`config.mk`:
```
export PLATFORM = sky130hd
export DESIGN_NAME = mem_access_unit_flat
export DESIGN_NICKNAME = d
export VERILOG_FILES = /design/src/rtl/mem_access_unit_if.sv /design/src/rtl/mem_access_unit.sv /design/src/flat_wrapper.sv
export SDC_FILE = /design/constraint.sdc
export NUM_CORES = 1
export LEC_CHECK = 0
export ABC_AREA = 1
export BUFFER_PORTS_ARGS = -buffer_cell sky130_fd_sc_hd__buf_2
export CAP_MARGIN = 40
export CELL_PAD_IN_SITES_DETAIL_PLACEMENT = 0
export CELL_PAD_IN_SITES_GLOBAL_PLACEMENT = 2
export CORE_MARGIN = 2
export CORE_UTILIZATION = 30
export DETAILED_ROUTE_END_ITERATION = 8
export PLACE_DENSITY_LB_ADDON = 0.3
export SYNTH_ARGS = -nofsm -noshare
export SYNTH_HDL_FRONTEND = slang
export SYNTH_SLANG_ARGS = --single-unit
```
`constraint.sdc`:
```
create_clock -name clk_i -period 3.38 [get_ports clk_i]
set_input_delay 0.845 -clock clk_i [delete_from_list [all_inputs] [get_ports clk_i]]
set_output_delay 0.845 -clock clk_i [all_outputs]
set_load 0.02 [all_outputs]
```
`src/rtl/mem_access_unit_if.sv`:
```
// Request-side and memory-side signal bundle of the load/store sequencer.
// The slave modport is the sequencer; the master side is control path plus BRAM.
interface mem_access_unit_if #(
  parameter int WORDS = 10
);
  logic             req_i;
  logic             we_i;
  logic [2:0]       funct3_i;
  logic [31:0]      byte_addr_i;
  logic [31:0]      wdata_i;
  logic             ready_o;
  logic             done_o;
  logic             err_o;
  logic [31:0]      rdata_o;
  logic [WORDS-1:0] mem_addr_o;
  logic [31:0]      mem_data_o;
  logic             mem_wr_no;
  logic             mem_rd_no;
  logic [31:0]      mem_data_i;

  modport slave (
    input  req_i, we_i, funct3_i, byte_addr_i, wdata_i, mem_data_i,
    output ready_o, done_o, err_o, rdata_o, mem_addr_o, mem_data_o, mem_wr_no, mem_rd_no
  );

  modport master (
    output req_i, we_i, funct3_i, byte_addr_i, wdata_i, mem_data_i,
    input  ready_o, done_o, err_o, rdata_o, mem_addr_o, mem_data_o, mem_wr_no, mem_rd_no
  );
endinterface

```
`src/rtl/mem_access_unit.sv`:
```
// RV32I load/store sequencer for a word-wide BRAM that samples on negedge.
// Byte and half stores become a read-modify-write of the containing word.
module mem_access_unit #(
  parameter int WORDS      = 10,
  parameter int DATA_WIDTH = 32
) (
  input logic              clk_i,
  input logic              reset_ni,
  mem_access_unit_if.slave bus
);
  localparam logic [1:0] IDLE  = 2'd0;
  localparam logic [1:0] READ  = 2'd1;
  localparam logic [1:0] WRITE = 2'd2;
  localparam logic [1:0] DONE  = 2'd3;

  logic [1:0]            state_r;
  logic [1:0]            state_s;
  logic                  we_r;
  logic [2:0]            f3_r;
  logic [1:0]            off_r;
  logic [15:0]           wdata_r;
  logic                  ready_r;
  logic                  done_r;
  logic                  err_r;
  logic                  rd_n_r;
  logic                  wr_n_r;
  logic [DATA_WIDTH-1:0] rdata_r;
  logic [DATA_WIDTH-1:0] mem_data_r;
  logic [WORDS-1:0]      addr_r;
  logic                  accept_s;
  logic                  illegal_s;
  logic                  is_sw_s;
  logic                  unused_s;

  function automatic logic access_illegal(input logic we, input logic [2:0] f3, input logic [1:0] off);
    logic bad_f3;
    logic misaligned;
    if (we) begin
      bad_f3 = !((f3 == 3'b000) || (f3 == 3'b001) || (f3 == 3'b010));
    end else begin
      bad_f3 = (f3 == 3'b011) || (f3[2:1] == 2'b11);
    end
    misaligned = ((f3[1:0] == 2'b01) && off[0]) || ((f3 == 3'b010) && (off != 2'b00));
    return bad_f3 || misaligned;
  endfunction

  function automatic logic [DATA_WIDTH-1:0] load_extract(input logic [DATA_WIDTH-1:0] w,
                                                         input logic [2:0] f3, input logic [1:0] off);
    logic [7:0]            b;
    logic [15:0]           h;
    logic [DATA_WIDTH-1:0] r;
    b = w[{off, 3'b000} +: 8];
    h = w[{off[1], 4'b0000} +: 16];
    case (f3)
      3'b000:  r = {{24{b[7]}}, b};
      3'b100:  r = {24'h000000, b};
      3'b001:  r = {{16{h[15]}}, h};
      3'b101:  r = {16'h0000, h};
      default: r = w;
    endcase
    return r;
  endfunction

  // SB replaces one byte lane, SH one half; funct3[0] tells them apart.
  function automatic logic [DATA_WIDTH-1:0] store_merge(input logic [DATA_WIDTH-1:0] w, input logic [15:0] wd,
                                                        input logic [2:0] f3, input logic [1:0] off);
    logic [DATA_WIDTH-1:0] r;
    r = w;
    if (f3[0] == 1'b0) begin
      r[{off, 3'b000} +: 8] = wd[7:0];
    end else begin
      r[{off[1], 4'b0000} +: 16] = wd;
    end
    return r;
  endfunction

  assign accept_s  = (state_r == IDLE) && bus.req_i;
  assign illegal_s = access_illegal(bus.we_i, bus.funct3_i, bus.byte_addr_i[1:0]);
  assign is_sw_s   = bus.we_i && (bus.funct3_i == 3'b010);
  assign unused_s  = ^{bus.byte_addr_i[31:WORDS+2]};

  // Next-state decode.
  always_comb begin
    state_s = state_r;
    case (state_r)
      IDLE: begin
        if (!bus.req_i)     state_s = IDLE;
        else if (illegal_s) state_s = DONE;
        else if (is_sw_s)   state_s = WRITE;
        else                state_s = READ;
      end
      READ: begin
        if (we_r) state_s = WRITE;
        else      state_s = DONE;
      end
      WRITE:   state_s = DONE;
      DONE:    state_s = IDLE;
      default: state_s = IDLE;
    endcase
  end

  // State and handshake/strobe flops, all loaded from the next-state value so outputs are glitch-free.
  always_ff @(posedge clk_i or negedge reset_ni) begin
    if (!reset_ni) begin
      state_r <= IDLE;
      ready_r <= 1'b1;
      done_r  <= 1'b0;
      err_r   <= 1'b0;
      rd_n_r  <= 1'b1;
      wr_n_r  <= 1'b1;
    end else begin
      state_r <= state_s;
      ready_r <= (state_s == IDLE);
      done_r  <= (state_s == DONE);
      err_r   <= accept_s && illegal_s;
      rd_n_r  <= (state_s != READ);
      wr_n_r  <= (state_s != WRITE);
    end
  end

  // Request capture, load result and write-data datapath.
  always_ff @(posedge clk_i or negedge reset_ni) begin
    if (!reset_ni) begin
      we_r       <= 1'b0;
      f3_r       <= 3'b000;
      off_r      <= 2'b00;
      wdata_r    <= 16'h0000;
      addr_r     <= '0;
      rdata_r    <= '0;
      mem_data_r <= '0;
    end else begin
      if (accept_s) begin
        we_r    <= bus.we_i;
        f3_r    <= bus.funct3_i;
        off_r   <= bus.byte_addr_i[1:0];
        wdata_r <= bus.wdata_i[15:0];
        addr_r  <= bus.byte_addr_i[WORDS+1:2];
      end
      // Write data is set up one edge ahead of WRITE so it is stable at the memory negedge.
      if (accept_s && !illegal_s && is_sw_s) begin
        mem_data_r <= bus.wdata_i;
      end else if ((state_r == READ) && we_r) begin
        mem_data_r <= store_merge(bus.mem_data_i, wdata_r, f3_r, off_r);
      end else begin
        mem_data_r <= mem_data_r;
      end
      if ((state_r == READ) && !we_r) begin
        rdata_r <= load_extract(bus.mem_data_i, f3_r, off_r);
      end else begin
        rdata_r <= rdata_r;
      end
    end
  end

  assign bus.ready_o    = ready_r;
  assign bus.done_o     = done_r;
  assign bus.err_o      = err_r;
  assign bus.rdata_o    = rdata_r;
  assign bus.mem_addr_o = addr_r;
  assign bus.mem_data_o = mem_data_r;
  assign bus.mem_rd_no  = rd_n_r;
  assign bus.mem_wr_no  = wr_n_r;
endmodule
```
`src/flat_wrapper.sv`:
```
// flat-port wrapper written by rule: the top's interface ports become plain ports
module mem_access_unit_flat 
#(
  parameter int WORDS      = 10,
  parameter int DATA_WIDTH = 32
)
  (clk_i, reset_ni, bus_req_i, bus_we_i, bus_funct3_i, bus_byte_addr_i, bus_wdata_i, bus_mem_data_i, bus_ready_o, bus_done_o, bus_err_o, bus_rdata_o, bus_mem_addr_o, bus_mem_data_o, bus_mem_wr_no, bus_mem_rd_no);
  mem_access_unit_if #(.WORDS(WORDS)) bus_i ();
  input logic clk_i;
  input logic reset_ni;
  input wire logic [$bits(bus_i.req_i)-1:0] bus_req_i;
  input wire logic [$bits(bus_i.we_i)-1:0] bus_we_i;
  input wire logic [$bits(bus_i.funct3_i)-1:0] bus_funct3_i;
  input wire logic [$bits(bus_i.byte_addr_i)-1:0] bus_byte_addr_i;
  input wire logic [$bits(bus_i.wdata_i)-1:0] bus_wdata_i;
  input wire logic [$bits(bus_i.mem_data_i)-1:0] bus_mem_data_i;
  output wire logic [$bits(bus_i.ready_o)-1:0] bus_ready_o;
  output wire logic [$bits(bus_i.done_o)-1:0] bus_done_o;
  output wire logic [$bits(bus_i.err_o)-1:0] bus_err_o;
  output wire logic [$bits(bus_i.rdata_o)-1:0] bus_rdata_o;
  output wire logic [$bits(bus_i.mem_addr_o)-1:0] bus_mem_addr_o;
  output wire logic [$bits(bus_i.mem_data_o)-1:0] bus_mem_data_o;
  output wire logic [$bits(bus_i.mem_wr_no)-1:0] bus_mem_wr_no;
  output wire logic [$bits(bus_i.mem_rd_no)-1:0] bus_mem_rd_no;
  assign bus_i.req_i = bus_req_i;
  assign bus_i.we_i = bus_we_i;
  assign bus_i.funct3_i = bus_funct3_i;
  assign bus_i.byte_addr_i = bus_byte_addr_i;
  assign bus_i.wdata_i = bus_wdata_i;
  assign bus_i.mem_data_i = bus_mem_data_i;
  assign bus_ready_o = bus_i.ready_o;
  assign bus_done_o = bus_i.done_o;
  assign bus_err_o = bus_i.err_o;
  assign bus_rdata_o = bus_i.rdata_o;
  assign bus_mem_addr_o = bus_i.mem_addr_o;
  assign bus_mem_data_o = bus_i.mem_data_o;
  assign bus_mem_wr_no = bus_i.mem_wr_no;
  assign bus_mem_rd_no = bus_i.mem_rd_no;
  mem_access_unit #(.WORDS(WORDS), .DATA_WIDTH(DATA_WIDTH)) u_core (.clk_i(clk_i), .reset_ni(reset_ni), .bus(bus_i));
endmodule
```
======== Word level (Yosys, flattened, before mapping) ========
Cells that the tools add are included.
Widths: inputs -> output; s select.
word-level totals
  bits in registers ....................... 103
  input bits .............................. 103
  output and inout bits ................... 79
  word-level logic and storage cells ...... 70
cells by class
  add/subtract/negate cells ............... 2
  eq/ne operators ......................... 14
  shift-type cells ........................ 6
  multiplexer cells ....................... 12
  reduce and logical (&&, ||, !) cells .... 23
operator list
  operator                 count
  $pmux 32 s4              1
  $mux 32                  3
  $bwmux 32                2
  $shift 16x7->32 const A  1
  $shift 8x7->32 const A   1
  $shiftx 16x7->32         1
  $shiftx 32x6->16         1
  $shiftx 32x6->8          1
  $shiftx 8x7->32          1
  $neg 5->7                2
  $logic_and 1x1->1        9
  $eq 2x2->1 const B       4
  $pmux 2 s4               1
  $eq 3x1->1 const B       2
  $eq 3x2->1 const B       2
  $eq 3x3->1 const B       2
  $logic_not 3->1          2
  $mux 2                   3
  $logic_or 1x1->1         5
  $eq 2x1->1 const B       2
  $logic_not 2->1          2
  $reduce_bool 2->1        2
  $logic_not 1->1          3
  $mux 1                   2
  2 further kinds          2

======== Depth between registers and ports, before layout ========
  depth after elaboration ................. 10
  depth in mapped cells ................... 13
  depth with buffers taken out ............ 12

======== Least setup slack after synthesis ========
No wires, ideal clock.
  path kind ............................... input -> register
  start point ............................. input bus_funct3_i[0]
  end point ............................... register u_core.mem_data_r[10] (netlist: u_core.bus.mem_data_o[10])
  setup time .............................. 0.125 ns
  arrival ................................. 1.686 ns
  required time ........................... 3.255 ns
  slack ................................... 1.569 ns
  stages on the path ...................... 8
  path buffers ............................ 2
  path through ............................ nor2_2 nand2_1 nor2_4 nand4_2 buf_6 buf_6 nand3_1 nand3_1
between the ends
  word-level cells in the longest chain between the ends .. 10
  elaborated cells between the ends (all ways) .. 20
  those cells by class .................... 4 x eq/ne; 2 x mux; 14 x reduce/logical
RTL lines
  element                                               RTL line                text
  start, declared                                       flat_wrapper.sv:13      input wire logic [$bits(bus_i.funct3_i)-1:0] bus_funct3_i;
  $eq 3x1->1 / $logic_not 3->1 (equally long branches)  mem_access_unit.sv:39   bad_f3 = !((f3 == 3'b000) || (f3 == 3'b001) || (f3 == 3'b010));
  $logic_or 1x1->1 (2 in series)                        mem_access_unit.sv:39
  $logic_not 1->1                                       mem_access_unit.sv:39
  $mux 1                                                mem_access_unit.sv:38   if (we) begin
  $logic_or 1x1->1                                      mem_access_unit.sv:44   return bad_f3 || misaligned;
  $logic_not 1->1                                       mem_access_unit.sv:140  if (accept_s && !illegal_s && is_sw_s) begin
  $logic_and 1x1->1                                     mem_access_unit.sv:140
  $logic_and 1x1->1 *                                   mem_access_unit.sv:140
  $mux 32 / $reduce_bool 2->1 (equally long branches)   --
  end signal, assigned                                  mem_access_unit.sv:141  mem_data_r <= bus.wdata_i;
  end signal, assigned                                  mem_access_unit.sv:143  mem_data_r <= store_merge(bus.mem_data_i, wdata_r, f3_r, off_r);
  end signal, assigned                                  mem_access_unit.sv:145  mem_data_r <= mem_data_r;
  end, declared                                         mem_access_unit.sv:28   logic [DATA_WIDTH-1:0] mem_data_r;
Mark *: on every way between the ends. The rest lies on a longest branch, timed or not.
A chain may end at the register's enable or synchronous reset.

======== Worst setup path after layout ========
  start point ............................. register u_core.state_r[0]
  end point ............................... register u_core.wdata_r[3]
between the ends
  word-level cells in the longest chain between the ends .. 2
RTL lines
  element                 RTL line                text
  start, declared         mem_access_unit.sv:16   logic [1:0] state_r;
  start signal, assigned  mem_access_unit.sv:112  state_r <= state_s;
  $logic_not 2->1         mem_access_unit.sv:77   assign accept_s = (state_r == IDLE) && bus.req_i;
  $logic_and 1x1->1       mem_access_unit.sv:77
  end signal, assigned    mem_access_unit.sv:136  wdata_r <= bus.wdata_i[15:0];
  end, declared           mem_access_unit.sv:21   logic [15:0] wdata_r;
Every way passes these cells.

==> results.yml <==
global_routing:
  grt_pass1_vias: 6282
  gr-total-overflow: 0
  grt_max_degree: 74
  antenna_found_initial: 2
  track_usage_pct: 21.2
  grt_pass1_wl_um: 36100
placed_design:
  port-buffer-count: 161
  place.gp.congestion: 0.836
  dpl_cell_area_um2: 7270
  dpl.hpwl_um: 16400
power_and_ir_drop:
  total_power_mw: 7.37
  p_leak_nw: 3.92
  power.density_nw_per_um2: 972
  ir_worst_vdd_mv: 0.398
logic_synthesis:
  ys_seq_area_share_pct: 41.3
  syn_area_per_cell_um2: 7.09
  synth-warning-count: 0
  syn-num-nets: 994
  synthDistinctLibCells: 27
  syn_inst: 882
  syn_area_um2: 6250
  ys_ff_latch: 103
die:
  dieArea_um2: 22000
  die_h_um: 148
  start_util_pct: 30.7
  io-pin-count: 182
  row_count: 52
  core_area_um2: 20400
  die_w_um: 148
clock_network:
  htreeDepth: 3
  ctsLongestPathBuffers: 2
  cts_sinks: 103
  cts_tree: "done"
  insertion_delay_ns: 0.37
  postCtsHoldBufs: 0
  clk_pin_slew_ns: 0.08
  ctsResizeCount: 0
  cts-root-buf: "clkbuf_16"
  cts_inserted_buffers: 9
  postCtsSetupRepairBufs: 0
setup_path:
  r2r_cells: 8
  crit_path_cell_trace: "inv_1 > ha_1 > nand2_1 > buf_4 > inv_2 > buf_4 > nand2_1 > o21ai_0"
  crit_required_ns: 3.66
  reg2reg_to: "u_core.wdata_r[3]"
  rr_startpoint: "u_core.state_r[0]"
  cp-start-kind: "flop"
  cp.arrival_ns: 2.37
  slowest_stage: "buf_4"
  end_kind: "flop"
  reg2reg_slack_ns: 1.29
  cp_max_fo: 73
  worst_path_largest_cell_delay_ns: 0.61
  path_class: "reg2reg"
timing:
  tns_ns: 0
  timing.slew.headroom_pct: 48.8
  fin_hold_ws_ns: 0.467
  setup_viol: 0
  slew_viol_final: 0
  grt_setup_unrepaired: "no"
  fmax_ghz: 0.480
  finalHoldViolCount: 0
  fin_crit_ns: 2.09
  worst_pin_slew_ns: 0.768
  fin_crit_sh_pct: 61.7
  skew_ns: 0.0108
cells_and_area:
  n_fill_cell: 2254
  syn2layout_area_growth_pct: 21.2
  fin_area_um2: 7580
  drive_gt1_share_pct: 21.1
  final_nets: 1123
min_path:
  hp-class: "in2async"
route:
  drcViolationCount: 0
  vias: 6462
  via_per_inst: 5.02
  firstDrtPassIters: 5
  first_iter_violations: 461
  routed_wl_um: 23000
  wl_per_cell_um: 17.9
  antenna_left: 0
run_status:
  status: "complete, no violations"
run:
  maxCapViolCount: 0
[layout make-up]
class                           instances  area (µm²)  share of cell area [%]
Multi-Input combinational cell        632        3040                    40.1
Sequential cell                       103        2580                    34.1
Timing Repair Buffer                  181         991                    13.1
Tap cell                              270         338                    4.46
Inverter                               84         315                    4.16
Clock buffer                            9         225                    2.97
Clock inverter                          7        86.3                    1.14
Antenna cell                            1        2.50                  0.0330
[cells by family after synthesis]
group	synth area share (%)
adders and majority gates	1.80
and+or+nand+nor	29.9
buffers and inverters	10.1
AOI/OAI and AO/OA	17.0
DFF	41.3
[critical path: cells and delay by family, from the launching register on]
family / cells / cell delay (ns)
compound gates: 1 / 0.13
buf+inv: 4 / 1.01
simple gates: 2 / 0.30
fa+ha+maj: 1 / 0.15
flops: 1 / 0.39
[how the worst max path moves through the flow]
stage	start	end	slack, ns
2_1_floorplan	bus_funct3_i[0]	u_core.bus.mem_data_o[10]	1.57
4_1_cts	u_core.state_r[0]	u_core.bus.mem_data_o[11]	1.29
3_3_place_gp	bus_req_i	u_core.bus.mem_data_o[31]	0.98
5_1_grt	u_core.state_r[0]	u_core.bus.mem_data_o[11]	1.03
3_5_place_dp	bus_req_i	u_core.bus.mem_data_o[11]	0.97
6_report	u_core.state_r[0]	u_core.wdata_r[3]	1.29
[placed cells by master (no fill, tap or decap), types with 11 or more instances in the layout]
cell,n
nand2_1,232
dfrtp_1,99
buf_2,160
nand3_1,135
buf_4,19
nand4_1,33
inv_1,80
nor2_1,11
a21oi_1,72
o21ai_0,113
[where the power goes]
part / total [mW] / leakage (nW) / internal [mW] / switching, mW
Combinational: 4.05 / 2.51 / 1.26 / 2.79
Clock: 1.15 / 0.150 / 0.593 / 0.552
Sequential: 2.18 / 1.26 / 1.82 / 0.355
Total: 7.37 / 3.92 / 3.67 / 3.70
[flip-flops by register name, indices dropped and copies added, names as in the netlist]
signal / cells
u_core.wdata_r: 16
u_core.bus.done_o: 1
u_core.bus.rdata_o: 32
u_core.off_r: 2
u_core.bus.ready_o: 1
u_core.f3_r: 3
u_core.state_r: 2
u_core.bus.mem_rd_no: 1
u_core.bus.err_o: 1
u_core.bus.mem_data_o: 32
u_core.we_r: 1
u_core.bus.mem_addr_o: 10
u_core.bus.mem_wr_no: 1
[Yosys cell counts, drive strengths merged]
| cell type | n | area (µm²) |
|---|---|---|
| o21ai | 123 | 619 |
| o211ai | 7 | 52.6 |
| a41oi | 1 | 8.76 |
| clkbuf | 25 | 93.8 |
| a21oi | 73 | 369 |
| nand4 | 35 | 240 |
| dfrtp | 100 | 2500 |
| nor3 | 1 | 5.00 |
| nand2 | 232 | 871 |
| inv | 84 | 315 |
| nand3 | 135 | 676 |
| ha | 9 | 113 |
| nor2 | 15 | 76.3 |
| a21boi | 1 | 11.3 |
| dfstp | 3 | 78.8 |
| buf | 38 | 223 |
[metal layers]
layer	GRT usage, %	share of wire, %
met1	29.2	46
met2	33.2	46
met3	4.60	5.6
met4	6.95	2.7
met5	0	0.057
[through the flow]
stage | utilization, % | std cells | setup WS (ns)
floorplan | - | 882 | 1.57
global placement | 35.6 | 1269 | 0.982
detailed placement | 35.7 | 1270 | 0.965
CTS | 37.2 | 1286 | 1.29
global route | 37.2 | 1286 | 1.03
finish | 37.2 | 1287 | 1.29
(Power assumes the default switching activity.)
